File: config.mk
export PLATFORM = sky130hd
export DESIGN_NAME = player_motion
export DESIGN_NICKNAME = d
export VERILOG_FILES = /design/src/rtl/player_motion.sv
export SDC_FILE = /design/constraint.sdc
export NUM_CORES = 1
export LEC_CHECK = 0
export CAP_MARGIN = 10
export CORE_MARGIN = 4
export CORE_UTILIZATION = 41
export CTS_BUF_LIST = sky130_fd_sc_hd__clkbuf_2
export CTS_CLUSTER_DIAMETER = 80
export CTS_CLUSTER_SIZE = 20
export DETAILED_ROUTE_END_ITERATION = 7
export PLACE_DENSITY = 0.8
export SYNTH_ARGS = -nofsm -noshare
export SYNTH_HDL_FRONTEND = slang
export SYNTH_SLANG_ARGS = --single-unit
File: constraint.sdc
create_clock -name clk -period 4.4 [get_ports clk]
set_input_delay 0.66 -clock clk [delete_from_list [all_inputs] [get_ports clk]]
set_output_delay 0.66 -clock clk [all_outputs]
set_load 0.05 [all_outputs]
File: src/rtl/player_motion.sv
// -----------------------------------------------------------------------------
// player_motion
//   Converts the two direction buttons into a pixel position on a 32 px maze
//   grid. A move starts only from a cell-aligned position, checks the wall or
//   border on the edge being crossed, and then advances one pixel per step
//   pulse until the next cell is reached.
//
// Optional feature (compile-time macro PLAYER_REVERSE_EN):
//   defined   - while between cells, a step with the opposite direction
//               reverses the move (no wall check; the player heads back
//               toward the cell it just left).
//   undefined - buttons are ignored while between cells.
//
// Ports
//   clk           system clock
//   rst           asynchronous active-low reset
//   button_1/2    direction {msb,lsb}, asynchronous to clk
//   step          one-cycle pulse: advance one pixel
//   h_walls       top edge of cell (c,r) at bit r*GRID_W+c; row GRID_H = bottom border
//   v_walls       left edge of cell (c,r) at bit r*(GRID_W+1)+c; col GRID_W = right border
//   pos_x/pos_y   player position in px
//   cell_x/cell_y cell coordinates (upper position bits)
//   moving        high while between cells
//   blocked       last move attempt was refused
//   cell_entered  one-cycle pulse after a move completes
// -----------------------------------------------------------------------------
module player_motion #(
  parameter int GRID_W    = 10,
  parameter int GRID_H    = 15,
  parameter int CELL_BITS = 5
) (
  input  logic                             clk,
  input  logic                             rst,
  input  logic                             button_1,
  input  logic                             button_2,
  input  logic                             step,
  input  logic [GRID_W*(GRID_H+1)-1:0]     h_walls,
  input  logic [(GRID_W+1)*GRID_H-1:0]     v_walls,
  output logic [8:0]                       pos_x,
  output logic [8:0]                       pos_y,
  output logic [8-CELL_BITS:0]             cell_x,
  output logic [8-CELL_BITS:0]             cell_y,
  output logic                             moving,
  output logic                             blocked,
  output logic                             cell_entered
);

  localparam int HW_N  = GRID_W * (GRID_H + 1);
  localparam int VW_N  = (GRID_W + 1) * GRID_H;
  localparam int HW_IW = $clog2(HW_N);
  localparam int VW_IW = $clog2(VW_N);

  // direction encoding: 0=+x 1=+y 2=-x 3=-y; bit 0 selects the y axis,
  // bit 1 selects the negative direction, so dir^2 is the opposite one
  typedef enum logic {ALIGNED = 1'b0, MOVE = 1'b1} state_t;

  state_t      state, state_nxt;
  logic        b1_q, b1_s, b2_q, b2_s;
  logic [1:0]  dir_s, dir, dir_nxt;
  logic [8:0]  pos_x_nxt, pos_y_nxt;
  logic        blocked_nxt, entered_nxt;

  // button synchronisers
  always_ff @(posedge clk or negedge rst) begin
    if (!rst) begin
      b1_q <= 1'b0; b1_s <= 1'b0;
      b2_q <= 1'b0; b2_s <= 1'b0;
    end else begin
      b1_q <= button_1; b1_s <= b1_q;
      b2_q <= button_2; b2_s <= b2_q;
    end
  end

  assign dir_s  = {b1_s, b2_s};
  assign cell_x = pos_x[8:CELL_BITS];
  assign cell_y = pos_y[8:CELL_BITS];
  assign moving = (state == MOVE);

  // ---------------------------------------------------------------------------
  // Wall lookup for the edge the synced direction would cross. Only meaningful
  // while aligned; the border test comes first so the indices never matter
  // there.
  // ---------------------------------------------------------------------------
  int               cxi, cyi;
  logic [VW_IW-1:0] v_idx_l, v_idx_r;
  logic [HW_IW-1:0] h_idx_u, h_idx_d;
  logic             wall_hit;

  always_comb begin
    cxi     = int'(cell_x);
    cyi     = int'(cell_y);
    v_idx_l = VW_IW'(cyi * (GRID_W + 1) + cxi);
    v_idx_r = VW_IW'(cyi * (GRID_W + 1) + cxi + 1);
    h_idx_u = HW_IW'(cyi * GRID_W + cxi);
    h_idx_d = HW_IW'((cyi + 1) * GRID_W + cxi);
    wall_hit = 1'b0;
    case (dir_s)
      2'd0:    wall_hit = (cxi == GRID_W - 1) || v_walls[v_idx_r];
      2'd1:    wall_hit = (cyi == GRID_H - 1) || h_walls[h_idx_d];
      2'd2:    wall_hit = (cxi == 0)          || v_walls[v_idx_l];
      default: wall_hit = (cyi == 0)          || h_walls[h_idx_u];
    endcase
  end

  // ---------------------------------------------------------------------------
  // Direction used by this step and the resulting one-pixel move.
  // ---------------------------------------------------------------------------
  logic       rev_req;
  logic [1:0] mdir;
  logic [8:0] px_m, py_m;
  logic       lands;

`ifdef PLAYER_REVERSE_EN
  assign rev_req = (dir_s == (dir ^ 2'b10));
`else
  assign rev_req = 1'b0;
`endif

  always_comb begin
    mdir = dir;
    if (state == ALIGNED || rev_req) mdir = dir_s;
    px_m = pos_x;
    py_m = pos_y;
    case (mdir)
      2'd0:    px_m = pos_x + 9'd1;
      2'd1:    py_m = pos_y + 9'd1;
      2'd2:    px_m = pos_x - 9'd1;
      default: py_m = pos_y - 9'd1;
    endcase
    // only the moving axis can leave alignment, so only it is tested
    lands = mdir[0] ? (py_m[CELL_BITS-1:0] == '0) : (px_m[CELL_BITS-1:0] == '0);
  end

  // ---------------------------------------------------------------------------
  // FSM: state register
  // ---------------------------------------------------------------------------
  always_ff @(posedge clk or negedge rst) begin
    if (!rst) state <= ALIGNED;
    else      state <= state_nxt;
  end

  // FSM: next state
  always_comb begin
    state_nxt = state;
    if (step) begin
      case (state)
        ALIGNED: if (!wall_hit) state_nxt = MOVE;
        MOVE:    if (lands)     state_nxt = ALIGNED;
        default: state_nxt = ALIGNED;
      endcase
    end
  end

  // FSM: outputs / datapath next values
  always_comb begin
    pos_x_nxt   = pos_x;
    pos_y_nxt   = pos_y;
    dir_nxt     = dir;
    blocked_nxt = blocked;
    entered_nxt = 1'b0;     // pulse: cleared on every edge it is not set
    if (step) begin
      case (state)
        ALIGNED: begin
          dir_nxt = dir_s;
          if (wall_hit) begin
            blocked_nxt = 1'b1;
          end else begin
            pos_x_nxt   = px_m;
            pos_y_nxt   = py_m;
            blocked_nxt = 1'b0;
          end
        end
        MOVE: begin
          pos_x_nxt   = px_m;
          pos_y_nxt   = py_m;
          dir_nxt     = mdir;
          entered_nxt = lands;
        end
        default: ;
      endcase
    end
  end

  always_ff @(posedge clk or negedge rst) begin
    if (!rst) begin
      pos_x        <= '0;
      pos_y        <= '0;
      dir          <= '0;
      blocked      <= 1'b0;
      cell_entered <= 1'b0;
    end else begin
      pos_x        <= pos_x_nxt;
      pos_y        <= pos_y_nxt;
      dir          <= dir_nxt;
      blocked      <= blocked_nxt;
      cell_entered <= entered_nxt;
    end
  end

endmodule

# After elaboration in Yosys (flattened, before gate mapping)
# Cells that the tools add are included.
dict set report word_totals {
  reg_bits 27
  input_bits 330
  output_inout_bits 29
}
dict set report op_classes {
  addsub 9
  multipliers 3
  order_cmp 4
  n_eq_ne 7
  n_mux 24
  n_bitwise 1
  reduce_logical 13
}
# op count
set ops {}
lappend ops {{$pmux 9 s2} 4}
lappend ops {{$lt 8x9->1 const B} 4}
lappend ops {{$bmux 1 s8} 4}
lappend ops {{$add 8x4->8} 3}
lappend ops {{$add 9x1->9 const B} 2}
lappend ops {{$mux 9} 2}
lappend ops {{$sub 9x1->9 const B} 2}
lappend ops {{$logic_not 5->1} 2}
lappend ops {{$mux 1} 10}
lappend ops {{$add 8x1->8 const B} 1}
lappend ops {{$logic_not 4->1} 2}
lappend ops {{$mul 4x4->8 const B} 1}
lappend ops {{$mul 4x3->7 const B} 1}
lappend ops {{$mul 5x3->7 const B} 1}
lappend ops {{$add 4x1->5 const B} 1}
lappend ops {{$eq 2x1->1 const B} 2}
lappend ops {{$eq 2x2->1 const B} 2}
lappend ops {{$eq 4x2->1 const B} 1}
lappend ops {{$eq 4x4->1 const B} 1}
lappend ops {{$logic_not 2->1} 2}
lappend ops {{$logic_or 1x1->1} 4}
lappend ops {{$pmux 2 s2} 1}
lappend ops {{$reduce_and 2->1} 2}
lappend ops {{$pmux 1 s3} 1}
lappend ops {{5 further kinds} 5}

# Logic depth before layout (Yosys ltp)
# Gate-level depths: netlist of run 1.
dict set report depth {
  word_depth 9
  mapped_depth 18
  depth_no_buf 16
}

# Least setup slack after synthesis of run 1
# No wires, ideal clock.
dict set report synth_path {
  path_type {register to register}
  from {reg pos_y[5]}
  to {reg pos_x[3]}
  setup_ns 0.128
  arrival_time_ns 5.042
  t_required_ns 4.272
  path_slack_ns -0.769
  path_stages_with_launch 18
  path_buffers 2
  synth_period_minus_slack_ns 5.169
  cell_sequence {dfrtp_1 inv_1 ha_1 ha_1 ha_1 fa_1 clkbuf_1 nand3_1 a211o_1 o211ai_1 and2_1 mux2_2 o211ai_1 nand3_1 a211oi_2 o21a_1 buf_4 mux2_1}
}
dict set report synth_via {
  elab_chain_len 9
}
# element line
set synth_rtl {}
lappend synth_rtl {{start, declared} 40} ;# output logic [8:0] pos_y,
lappend synth_rtl {{start signal, assigned} 193} ;# pos_y <= pos_y_nxt;
lappend synth_rtl {{$mul 4x4->8 / $add 4x1->5 (equally long branches)} {92, 93, 95}}
lappend synth_rtl {{$add 8x4->8 / $mul 5x3->7 (equally long branches)} {92, 93, 95}}
lappend synth_rtl {{$add 8x1->8 / $add 8x4->8 (equally long branches)} {93, 95}}
lappend synth_rtl {{$bmux 1 s8 (on tied branches)} {98, 99}}
lappend synth_rtl {{$mux 1 (on tied branches)} {98, 99}}
lappend synth_rtl {{$logic_or 1x1->1 (on tied branches)} {98, 99}}
lappend synth_rtl {{$pmux 1 s3 *} 97} ;# case (dir_s)
lappend synth_rtl {{$ne 2x2->1 (no source line) *} n/a}
lappend synth_rtl {{$reduce_and 2->1 (no source line) *} n/a}
lappend synth_rtl {{end signal, assigned} 192} ;# pos_x <= pos_x_nxt;
lappend synth_rtl {{end, declared} 39} ;# output logic [8:0] pos_x,
# Mark *: on every way between the ends. The rest lies on a longest branch, timed or not. The select of a mux whose other input is x is not followed.
# A chain may end at the register's enable or synchronous reset.

# Worst setup path after layout of run 1
dict set report layout_path {
  from {reg pos_y[5]}
  to {reg blocked}
}
dict set report layout_via {
  elab_chain_len 8
}
# element line
set layout_rtl {}
lappend layout_rtl {{$mul 4x4->8 / $add 4x1->5 (equally long branches)} {92, 93, 95}}
lappend layout_rtl {{$add 8x4->8 / $mul 5x3->7 (equally long branches)} {92, 93, 95}}
lappend layout_rtl {{$add 8x1->8 / $add 8x4->8 (equally long branches)} {93, 95}}
lappend layout_rtl {{$bmux 1 s8 (on tied branches)} {98, 99}}
lappend layout_rtl {{$mux 1 (on tied branches)} {98, 99}}
lappend layout_rtl {{$logic_or 1x1->1 (on tied branches)} {98, 99}}
lappend layout_rtl {{$pmux 1 s3 *} 97}
lappend layout_rtl {{$mux 1 *} 165} ;# if (wall_hit) begin
lappend layout_rtl {{end signal, assigned} 195} ;# blocked <= blocked_nxt;
lappend layout_rtl {{end, declared} 44} ;# output logic blocked,
# Marked as above.

==> results of run 1 <==
## cell type report
cell class,instances,share of cell area
clock buffers,3,0.00109
diodes,2,0.000363
flip-flops and latches,27,0.0503
repair buffers,463,0.331
multi-input cells,605,0.585
clock inverters,1,0.000544
well taps,270,0.0245
inverters,27,0.00789
## sequential cells by signal, indices dropped and copies added, names as in the netlist
name / count
b2_q: 1
pos_y: 9
cell_entered: 1
blocked: 1
b1_q: 1
dir: 2
pos_x: 9
moving: 1
b1_s: 1
b2_s: 1
## stage by stage
| step | worst slack, ns | TNS, ns | util | area (µm²) |
|---|---|---|---|---|
| 3_3_place_gp | -0.0989 | -0.528 | 0.641 | 13100 |
| 2_1_floorplan | -0.129 | -0.493 | - | 8780 |
| 4_1_cts | -0.0658 | -0.149 | 0.657 | 13500 |
| 3_5_place_dp | -0.253 | -2.32 | 0.641 | 13100 |
| 6_report | -0.172 | -1.35 | 0.673 | 13800 |
| 5_1_grt | -0.369 | -4.01 | 0.673 | 13800 |
## per-layer routing
layer / track usage / share of wire
met1: 0.329 / 0.36
met2: 0.491 / 0.52
met3: 0.0594 / 0.078
met4: 0.103 / 0.042
met5: 0 / 0
## how the worst max path moves through the flow
| stage | cells after the start | end |
|---|---|---|
| 3_5_place_dp | 16 | pos_x[5]$_DFFE_PN0P_ |
| 5_1_grt | 18 | pos_x[2]$_DFFE_PN0P_ |
| 6_report | 21 | blocked$_DFFE_PN0P_ |
| 4_1_cts | 16 | pos_x[5]$_DFFE_PN0P_ |
| 2_1_floorplan | 17 | pos_x[3]$_DFFE_PN0P_ |
| 3_3_place_gp | 17 | pos_x[6]$_DFFE_PN0P_ |
## cell usage in the layout (no fill, tap or decap), types with 14 or more instances in the layout
| cell type | instances |
|---|---|
| nand2_1 | 53 |
| buf_4 | 80 |
| clkdlybuf4s50_1 | 358 |
| dfrtp_1 | 21 |
| nand3_1 | 15 |
| inv_1 | 21 |
| buf_6 | 14 |
| ha_1 | 32 |
| mux4_1 | 22 |
| a21oi_1 | 26 |
| mux4_2 | 153 |
| mux2i_1 | 44 |
| xnor2_1 | 18 |
## what timing repair did
item,4_1_cts,5_1_grt
endpoints found under the setup margin,18,20
pin swaps,16,17
gates resized for setup,45,45
buffers inserted,10,8
## worst max-delay path, stage by stage, from the launching register on
cell	delay, ns
dfrtp_4	0.59
inv_6	0.09
ha_4	0.20
inv_4	0.06
ha_4	0.20
fa_1	0.55
ha_4	0.24
o21a_4	0.23
a2111o_1	0.45
o311ai_4	0.11
buf_4	0.18
buf_4	0.13
o31ai_2	0.09
a211oi_1	0.29
a32oi_2	0.17
nand3_2	0.12
buf_4	0.12
buf_4	0.09
buf_4	0.09
nand2_1	0.08
o221ai_1	0.28
o21a_1	0.17
## logic make-up after synthesis
logic type,count (synthesis),synth area share
AO/OA/AOI/OAI,120,0.0993
XOR/XNOR,44,0.0513
adder cells (fa/ha/maj),56,0.0888
buffers and inverters,84,0.0531
flip-flops,27,0.0781
multiplexers,240,0.544
AND/OR/NAND/NOR,145,0.0853
==> qor.txt, run 1 <==
status -> finished, violations left
failing checks -> setup timing
Routed WL per cell -> 24.7 µm
hold slack -> 0.407 ns
core area -> 20,500 µm²
PortBufs -> 358
worst reg2reg startpoint -> pos_y[5]$_DFFE_PN0P_
Yosys warnings -> 0
clock root cell -> clkbuf_2
Num CTS Buffers -> 3
RSZ-0062 raised after global routing -> true
proportion of netlist area held by the largest area contributor -> 0.398
clock skew -> 0.0335 ns
hold path cells -> 0
gr usage total -> 0.276
Register Area -> 693 µm²
clk sinks -> 27
routed vias/inst -> 6.35
asr flop ratio synth -> 1.00
Syn Std Cell Area -> 8660 µm²
clk buf depth -> 2
clk slew on worst S/H paths -> 0.31 ns
die height -> 153 µm
Min-Delay Path Class -> reg2reg
period utilization -> 1.04
Worst-Margin Slew -> 0.785 ns
arrival time at the worst endpoint -> 4.92 ns
Layout area overhead -> 59.4%
Yosys reg bits -> 27
CP required -> 4.74 ns
Hold Path Sink -> b2_s$_DFF_PN0_
Gate Count Post-Synth -> 716
CP Capture Type -> flop
# Max-Cap Violations -> 0
multi-input combinational cell area -> 8060 µm²
Initial Utilization -> 0.422
vias in the first global route -> 9,608
nets@finish -> 1,513
Crit. Startpoint -> pos_y[5]$_DFFE_PN0P_
DR iter-0 viols -> 830
GRT overflow -> 0
fmax -> 219 MHz
Die Area -> 23,500 µm²
Final Hold Vio Count -> 0
crit start category -> flop
EDFF count, synth -> 0
I/O Pins -> 359
first-pass GRT wire length -> 52,000 µm
post-synthesis sequential area ratio -> 0.0781
syn_area_per_cell -> 12.1 µm²
largest net degree at the start of global routing -> 87
number of distinct library cells after synthesis -> 76
CTS tree -> yes
most frequent cell after synthesis -> mux4_2
worst-path maximum fanout -> 5
largest area contributor in the netlist -> mux4_2
cts hold-fix bufs -> 0
Final Routed Wirelength -> 34,500 µm
HPWL Detailed -> 28,200 µm
number of fill cells -> 1,518
slew margin rel. -> 0.475
setup slack after layout -> -0.172 ns
Worst-Skew Late Latency -> 0.40 ns
Synth area leaders -> mux4_2, dfrtp_1, ha_1
post-route minimum period -> 4.57 ns
flop-to-flop setup slack -> -0.17 ns
share of layout cells above drive strength 1 -> 0.325
chip width -> 153 µm
Detailed Routing Iterations Pass 1 -> 6
Crit Path Class -> reg2reg
Vias -> 8,877
Primary FF master, synth -> dfrtp_1
DRC Markers -> 0
fin cells -> 1,398
site row count -> 52
dpl cells -> 1,374
antenna violation net count after detailed routing -> 0
Slew Limit Fails -> 0
Hold Startpoint -> b2_q$_DFF_PN0_
R2R depth -> 21
H-tree levels -> 1
Final Setup Violations -> 11
most instantiated cells after synthesis -> mux4_2, nand2_1, mux2i_1, ha_1, a21oi_1
Synth Net Count -> 1,102
RR Endpoint -> blocked$_DFFE_PN0P_
number of antenna violations at the first check in global routing -> 2
global placer's final weighted congestion -> 0.933
Power of run 1 is left out: the tool's default activity adds up to more than one toggle a clock period on the data nets, which glitch-free logic cannot reach.
==> inputs of run 2 (changes only) <==
--- a/config.mk
+++ b/config.mk
@@ -5,9 +5,10 @@
 export SDC_FILE = /design/constraint.sdc
 export NUM_CORES = 1
 export LEC_CHECK = 0
+export ABC_AREA = 1
 export CAP_MARGIN = 10
 export CORE_MARGIN = 4
-export CORE_UTILIZATION = 41
+export CORE_UTILIZATION = 42
 export CTS_BUF_LIST = sky130_fd_sc_hd__clkbuf_2
 export CTS_CLUSTER_DIAMETER = 80
 export CTS_CLUSTER_SIZE = 20
==> run 2 against run 1 <==
The run now ends clean. Sequential cell count unchanged. Cell count increased by 64%. Non-clock buffer count decreased by 67. Synthesized area increased by 8.9%. Critical endpoint is now pos_y[8]$_DFFE_PN0P_. Count of clock-buffer cells in the layout increased by 1. Sequential share of layout area increased by 0.24 points. Register-to-register slack improved by 0.47 ns. Via count increased by 45%. Global-route usage increased by 2.4 points. Utilization decreased by 8.5 points. Critical path depth increased by 4.
==> qor.txt, run 2 <==
EDFF count, synth -> 0 (unchanged)
site row count -> 54 (+3.8%)
clock root cell -> clkbuf_2
most instantiated cells after synthesis -> nand2_1, nand3_1, inv_1, o211ai_1, buf_2
CP bufs+invs -> 5 (-2)
Initial Utilization -> 0.429 (+0.00700)
Crit Path Class -> reg2reg
Syn Std Cell Area -> 9430 µm² (+8.9%)
Gate Count Post-Synth -> 1,727 (+140%)
Final Setup Violations -> 0 (-11)
number of fill cells -> 2,165 (+43%)
Die Area -> 24,900 µm² (+6.0%)
Final Hold Vio Count -> 0 (unchanged)
clk slew on worst S/H paths -> 0.25 ns (-0.06 ns)
most frequent cell after synthesis -> nand2_1
clk sinks -> 27 (unchanged)
hold slack -> 0.385 ns (-0.0213 ns)
final core utilization -> 0.588 (-0.0846)
Crit path max-delay family -> simple AND/OR/NAND/NOR gates
number of distinct library cells after synthesis -> 43 (-43%)
Layout area overhead -> 37.1%
proportion of netlist area held by the largest area contributor -> 0.261 (-0.137)
commonest non-fill, non-tap cell in the layout -> nand2_1
Synth Net Count -> 2,113 (+92%)
vias in the first global route -> 11,800 (+23%)
syn_area_per_cell -> 5.46 µm² (-55%)
Detailed Routing Iterations Pass 1 -> 6 (unchanged)
largest area contributor in the netlist -> nand3_1
top flop regs -> pos_x x9, pos_y x9, dir x2
Routed WL per cell -> 17.5 µm (-29%)
clock skew -> 0.00564 ns (-0.0279 ns)
PortBufs -> 358 (unchanged)
crit start category -> flop
DRC Markers -> 0 (unchanged)
Yosys warnings -> 0 (unchanged)
# Max-Cap Violations -> 0 (unchanged)
Vias -> 12,900 (+45%)
worst-path maximum fanout -> 12 (+7)
RSZ-0062 raised after global routing -> true
H-tree levels -> 1 (unchanged)
largest net degree at the start of global routing -> 202 (+130%)
core area -> 22,000 µm² (+7.1%)
CTS tree -> yes
asr flop ratio synth -> 1.00 (unchanged)
share of layout cells above drive strength 1 -> 0.0490 (-0.276)
nets@finish -> 2,389 (+58%)
Primary FF master, synth -> dfrtp_1
fmax -> 244 MHz (+11%)
CP most frequent cell -> nand2_1
Synth area leaders -> nand3_1, nand2_1, dfrtp_1
Num CTS Buffers -> 3 (unchanged)
number of antenna violations at the first check in global routing -> 5 (+3)
Final Routed Wirelength -> 40,000 µm (+16%)
I/O Pins -> 359 (unchanged)
CP max-delay cell -> dfrtp_1
post-route minimum period -> 4.10 ns (-0.468 ns)
gr usage total -> 0.300 (+0.0237)
flop-to-flop setup slack -> 0.30 ns (+0.47 ns)
antenna violation net count after detailed routing -> 0 (unchanged)
most frequent cells in the layout -> nand2_1, nand3_1, clkdlybuf4s50_1, inv_1, o211ai_1
worst stage delay on the critical path -> 0.46 ns (-0.13 ns)
Slew Limit Fails -> 0 (unchanged)
chip width -> 158 µm (+3.0%)
slew margin rel. -> 0.287 (-0.189)
Yosys reg bits -> 27 (unchanged)
Worst-Skew Late Latency -> 0.36 ns (-0.04 ns)
status -> complete, no violations
routed vias/inst -> 5.63 (-11%)
Worst-Margin Slew -> 1.07 ns (+0.285 ns)
global placer's final weighted congestion -> 0.929 (-0.40%)
post-synthesis sequential area ratio -> 0.0717 (-0.00639)
CP Capture Type -> flop
CP required -> 4.72 ns (-0.02 ns)
GRT overflow -> 0 (unchanged)
arrival time at the worst endpoint -> 4.42 ns (-0.50 ns)
period utilization -> 0.933 (-0.106)
HPWL Detailed -> 31,600 µm (+12%)
cts hold-fix bufs -> 0 (unchanged)
DR iter-0 viols -> 1,396 (+68%)
first-pass GRT wire length -> 61,900 µm (+19%)
die height -> 158 µm (+3.0%)
clk buf depth -> 2 (unchanged)
Min-Delay Path Class -> reg2reg
[run 2: cell types whose count changed in the layout (fill, tap and decap cells not counted), moves of 22 or more]
cell / delta
mux4_2: -153
mux2i_1: -41
o211ai_1: +60
inv_1: +146
nand3_1: +477
nand2_1: +493
mux4_1: -22
buf_4: -45
o21ai_0: +44
[run 2: cell type report]
cell class	count	area, µm²	share of cell area
inverter	181	682	0.0528
sequential	27	681	0.0527
antenna	4	10.0	0.000775
clock buffer	4	20.0	0.00155
tap	280	350	0.0271
timing repair buffer	396	3910	0.302
multi-input combinational	1394	7270	0.563
[run 2: timing repair]
action,4_1_cts,5_1_grt
endpoints found under the setup margin,8,18
pin swaps,0,1
endpoints found under the hold margin,0,0
buffers inserted,0,2
gates resized for setup,1,4
[run 2: path summary, 6_finish.rpt]
kind / start / end / cells after the start
worst max-delay path: pos_y[7]$_DFFE_PN0P_ / pos_y[8]$_DFFE_PN0P_ / 25
worst max register to register: pos_y[7]$_DFFE_PN0P_ / pos_y[8]$_DFFE_PN0P_ / 25
worst min-delay path: b2_q$_DFF_PN0_ / b2_s$_DFF_PN0_ / 0
max in group asynchronous: rst / pos_x[5]$_DFFE_PN0P_ / 2
worst min register to register: b2_q$_DFF_PN0_ / b2_s$_DFF_PN0_ / 0
min in group asynchronous: rst / b1_s$_DFF_PN0_ / 1
[run 2: logic make-up (layout without fill, tap and decap cells)]
kind of cell             Yosys count  count (layout)  share of synthesized area
multiplexers                       4               4                    0.00438
AO/OA/AOI/OAI                    201             201                      0.132
flip-flops                        27              27                     0.0717
buffers and inverters            306             581                      0.160
XOR/XNOR                          24              24                     0.0223
other                              0               4                          0
adder cells (fa/ha/maj)           56              56                     0.0815
AND/OR/NAND/NOR                 1109            1109                      0.528
[run 2: worst reg2reg max path, cell delays in order (launching register included)]
cell and delay [ns]:
dfrtp_1 0.46, buf_4 0.20, ha_1 0.28, inv_1 0.06, ha_1 0.28, fa_1 0.45, ha_1 0.38, nand2_1 0.09
nand2_1 0.08, inv_2 0.08, nand2_2 0.05, nand2_2 0.10, nand2_4 0.12, inv_1 0.24, nand4_1 0.14, nand2_1 0.13
nand4_1 0.10, nand2_1 0.06, inv_1 0.04, nand2_1 0.08, nand3_2 0.08, nand2_2 0.11, nand2_4 0.14, nand2_4 0.19
nand2_1 0.09, o21ai_2 0.06
[run 2: layer usage]
layer,share of wire,GRT usage,wire [µm],vias up
li1,-,-,-,6315
met1,0.41,0.397,16500,5819
met2,0.47,0.508,18800,641
met3,0.083,0.0358,3310,99
met4,0.034,0.0991,1360,2
met5,0.00027,0,11,-
[run 2: per-stage QoR]
stage	instance area, µm²	setup WS (ns)	cells	TNS, ns
final	12900	0.296	2286	0
after global routing	12900	-0.00662	2286	-0.00662
after CTS	12900	0.140	2280	0
after detailed placement	12900	0.000488	2276	0
after global placement	12900	0.211	2276	0
after floorplan	9430	0.345	1727	0
Power of run 2 is left out for the same reason.
==> inputs of run 3 (changes only) <==
--- a/config.mk
+++ b/config.mk
@@ -14,6 +14,7 @@
 export CTS_CLUSTER_SIZE = 20
 export DETAILED_ROUTE_END_ITERATION = 7
 export PLACE_DENSITY = 0.8
+export RECOVER_POWER = 100
 export SYNTH_ARGS = -nofsm -noshare
 export SYNTH_HDL_FRONTEND = slang
 export SYNTH_SLANG_ARGS = --single-unit
==> run 3 against run 2 <==
Largest cell class unchanged. Maximum frequency about the same. Setup slack got worse by 0.00071 ns. Routed wire length about the same. Clock skew increased by 0.0025 ns. Sequential share of layout area about the same. Hold slack improved by 0.00076 ns. Sequential cell count unchanged. Count of clock-buffer cells in the layout unchanged. Cell count unchanged. Non-clock buffer count unchanged. Final area about the same. First-iteration DRC count increased by 5.6%.
==> qor.txt, run 3 (synthesized netlist as in run 2, its figures left out) <==
CP Capture Type -> flop
Detailed Routing Iterations Pass 1 -> 6 (unchanged)
HPWL Detailed -> 31,600 µm (unchanged)
Initial Utilization -> 0.429 (unchanged)
core area -> 22,000 µm² (unchanged)
CP required -> 4.72 ns (about the same)
worst-path maximum fanout -> 12 (unchanged)
clock skew -> 0.00817 ns (+0.00254 ns)
commonest non-fill, non-tap cell in the layout -> nand2_1
hold path cells -> 0 (unchanged)
gr usage total -> 0.300 (unchanged)
clk sinks -> 27 (unchanged)
clk slew on worst S/H paths -> 0.25 ns (about the same)
Final Hold Vio Count -> 0 (unchanged)
DR iter-0 viols -> 1,474 (+5.6%)
post-route minimum period -> 4.10 ns (+0.000715 ns)
PortBufs -> 358 (unchanged)
number of antenna violations at the first check in global routing -> 5 (unchanged)
largest net degree at the start of global routing -> 202 (unchanged)
first-pass GRT wire length -> 61,900 µm (unchanged)
Vias -> 12,900 (+0.11%)
clock root cell -> clkbuf_2
antenna violation net count after detailed routing -> 0 (unchanged)
met2 WL -> 18,800 µm (-0.24%)
H-tree levels -> 1 (unchanged)
# Max-Cap Violations -> 0 (unchanged)
period utilization -> 0.933 (about the same)
status -> complete, no violations
DRC Markers -> 0 (unchanged)
arrival time at the worst endpoint -> 4.43 ns (about the same)
vias in the first global route -> 11,800 (unchanged)
setup tns final -> 0 ns (unchanged)
share of layout cells above drive strength 1 -> 0.0480 (-0.000999)
die height -> 158 µm (unchanged)
I/O Pins -> 359 (unchanged)
Worst-Skew Late Latency -> 0.36 ns (about the same)
top flop regs -> pos_x x9, pos_y x9, dir x2
Crit Path Class -> reg2reg
global placer's final weighted congestion -> 0.929 (unchanged)
Slew Limit Fails -> 0 (unchanged)
clk buf depth -> 2 (unchanged)
nets@finish -> 2,389 (unchanged)
Num CTS Buffers -> 3 (unchanged)
slew margin rel. -> 0.289 (+0.00217)
crit start category -> flop
Routed WL per cell -> 17.5 µm (about the same)
most frequent cells in the layout -> nand2_1, nand3_1, clkdlybuf4s50_1, inv_1, o211ai_1
Final Routed Wirelength -> 40,000 µm (about the same)
chip width -> 158 µm (unchanged)
Min-Delay Path Class -> reg2reg
Top Metal Used -> met5
CTS tree -> yes
R2R depth -> 25 (unchanged)
routed vias/inst -> 5.64 (+0.11%)
Final Setup Violations -> 0 (unchanged)
RSZ-0062 raised after global routing -> true
Routed met1 length -> 16,500 µm (+0.13%)
Layout area overhead -> 37.0% (about the same)
met3 wire length -> 3280 µm (-0.73%)
hold slack -> 0.386 ns (+0.000756 ns)
GRT overflow -> 0 (unchanged)
Worst-Margin Slew -> 1.07 ns (-0.00326 ns)
fmax -> 244 MHz (about the same)
site row count -> 54 (unchanged)
Die Area -> 24,900 µm² (unchanged)
-- run 3: timing repair --
action,CTS,global route
resized for setup,1,4
setup endpoints to repair,8,18
hold buffers,0,0
buffers inserted,0,2
pin swaps,0,1
endpoints found under the hold margin,0,0
-- run 3: per-layer routing --
metal  track usage  vias to the layer above
met3        0.0358                       98
met2         0.508                      650
met5             0                        -
met4        0.0991                        2
li1              -                     6310
met1         0.397                     5830
-- run 3: stage by stage --
stage	instances	utilization	area, µm²	worst slack [ns]
final	2286	0.588	12900	0.295
after global routing	2286	0.588	12900	-0.00662
after CTS	2280	0.587	12900	0.140
after detailed placement	2276	0.586	12900	0.000488
after global placement	2276	0.586	12900	0.211
after floorplan	1727	-	9430	0.345
-- run 3: worst max-delay path, stage by stage (launching register included) --
cell	delay, ns
dfrtp_1	0.46
buf_4	0.20
ha_1	0.28
inv_1	0.06
ha_1	0.28
fa_1	0.45
ha_1	0.38
nand2_1	0.09
nand2_1	0.08
inv_2	0.08
nand2_2	0.05
nand2_2	0.10
nand2_4	0.12
inv_1	0.25
nand4_1	0.13
nand2_1	0.13
nand4_1	0.10
nand2_1	0.06
inv_1	0.04
nand2_1	0.08
nand3_2	0.08
nand2_2	0.11
nand2_4	0.13
nand2_4	0.19
nand2_1	0.09
o21ai_2	0.06
-- run 3: final timing paths --
check / start / end / slack, ns
setup / recovery: pos_y[7]$_DFFE_PN0P_ / pos_y[8]$_DFFE_PN0P_ / 0.30
hold / removal: b2_q$_DFF_PN0_ / b2_s$_DFF_PN0_ / 0.39
setup reg to reg: pos_y[7]$_DFFE_PN0P_ / pos_y[8]$_DFFE_PN0P_ / 0.30
hold reg to reg: b2_q$_DFF_PN0_ / b2_s$_DFF_PN0_ / 0.39
max in group asynchronous: rst / pos_x[5]$_DFFE_PN0P_ / 2.50
min in group asynchronous: rst / b1_s$_DFF_PN0_ / 0.63
-- run 3: area by class of cell --
class	instances	area (µm²)
repair buffers	396	3900
fillers	2169	9040
well taps	280	350
flip-flops and latches	27	681
multi-input cells	1394	7270
diodes	4	10.0
clock buffers	4	20.0
inverters	181	682
Power of run 3 is left out for the same reason.
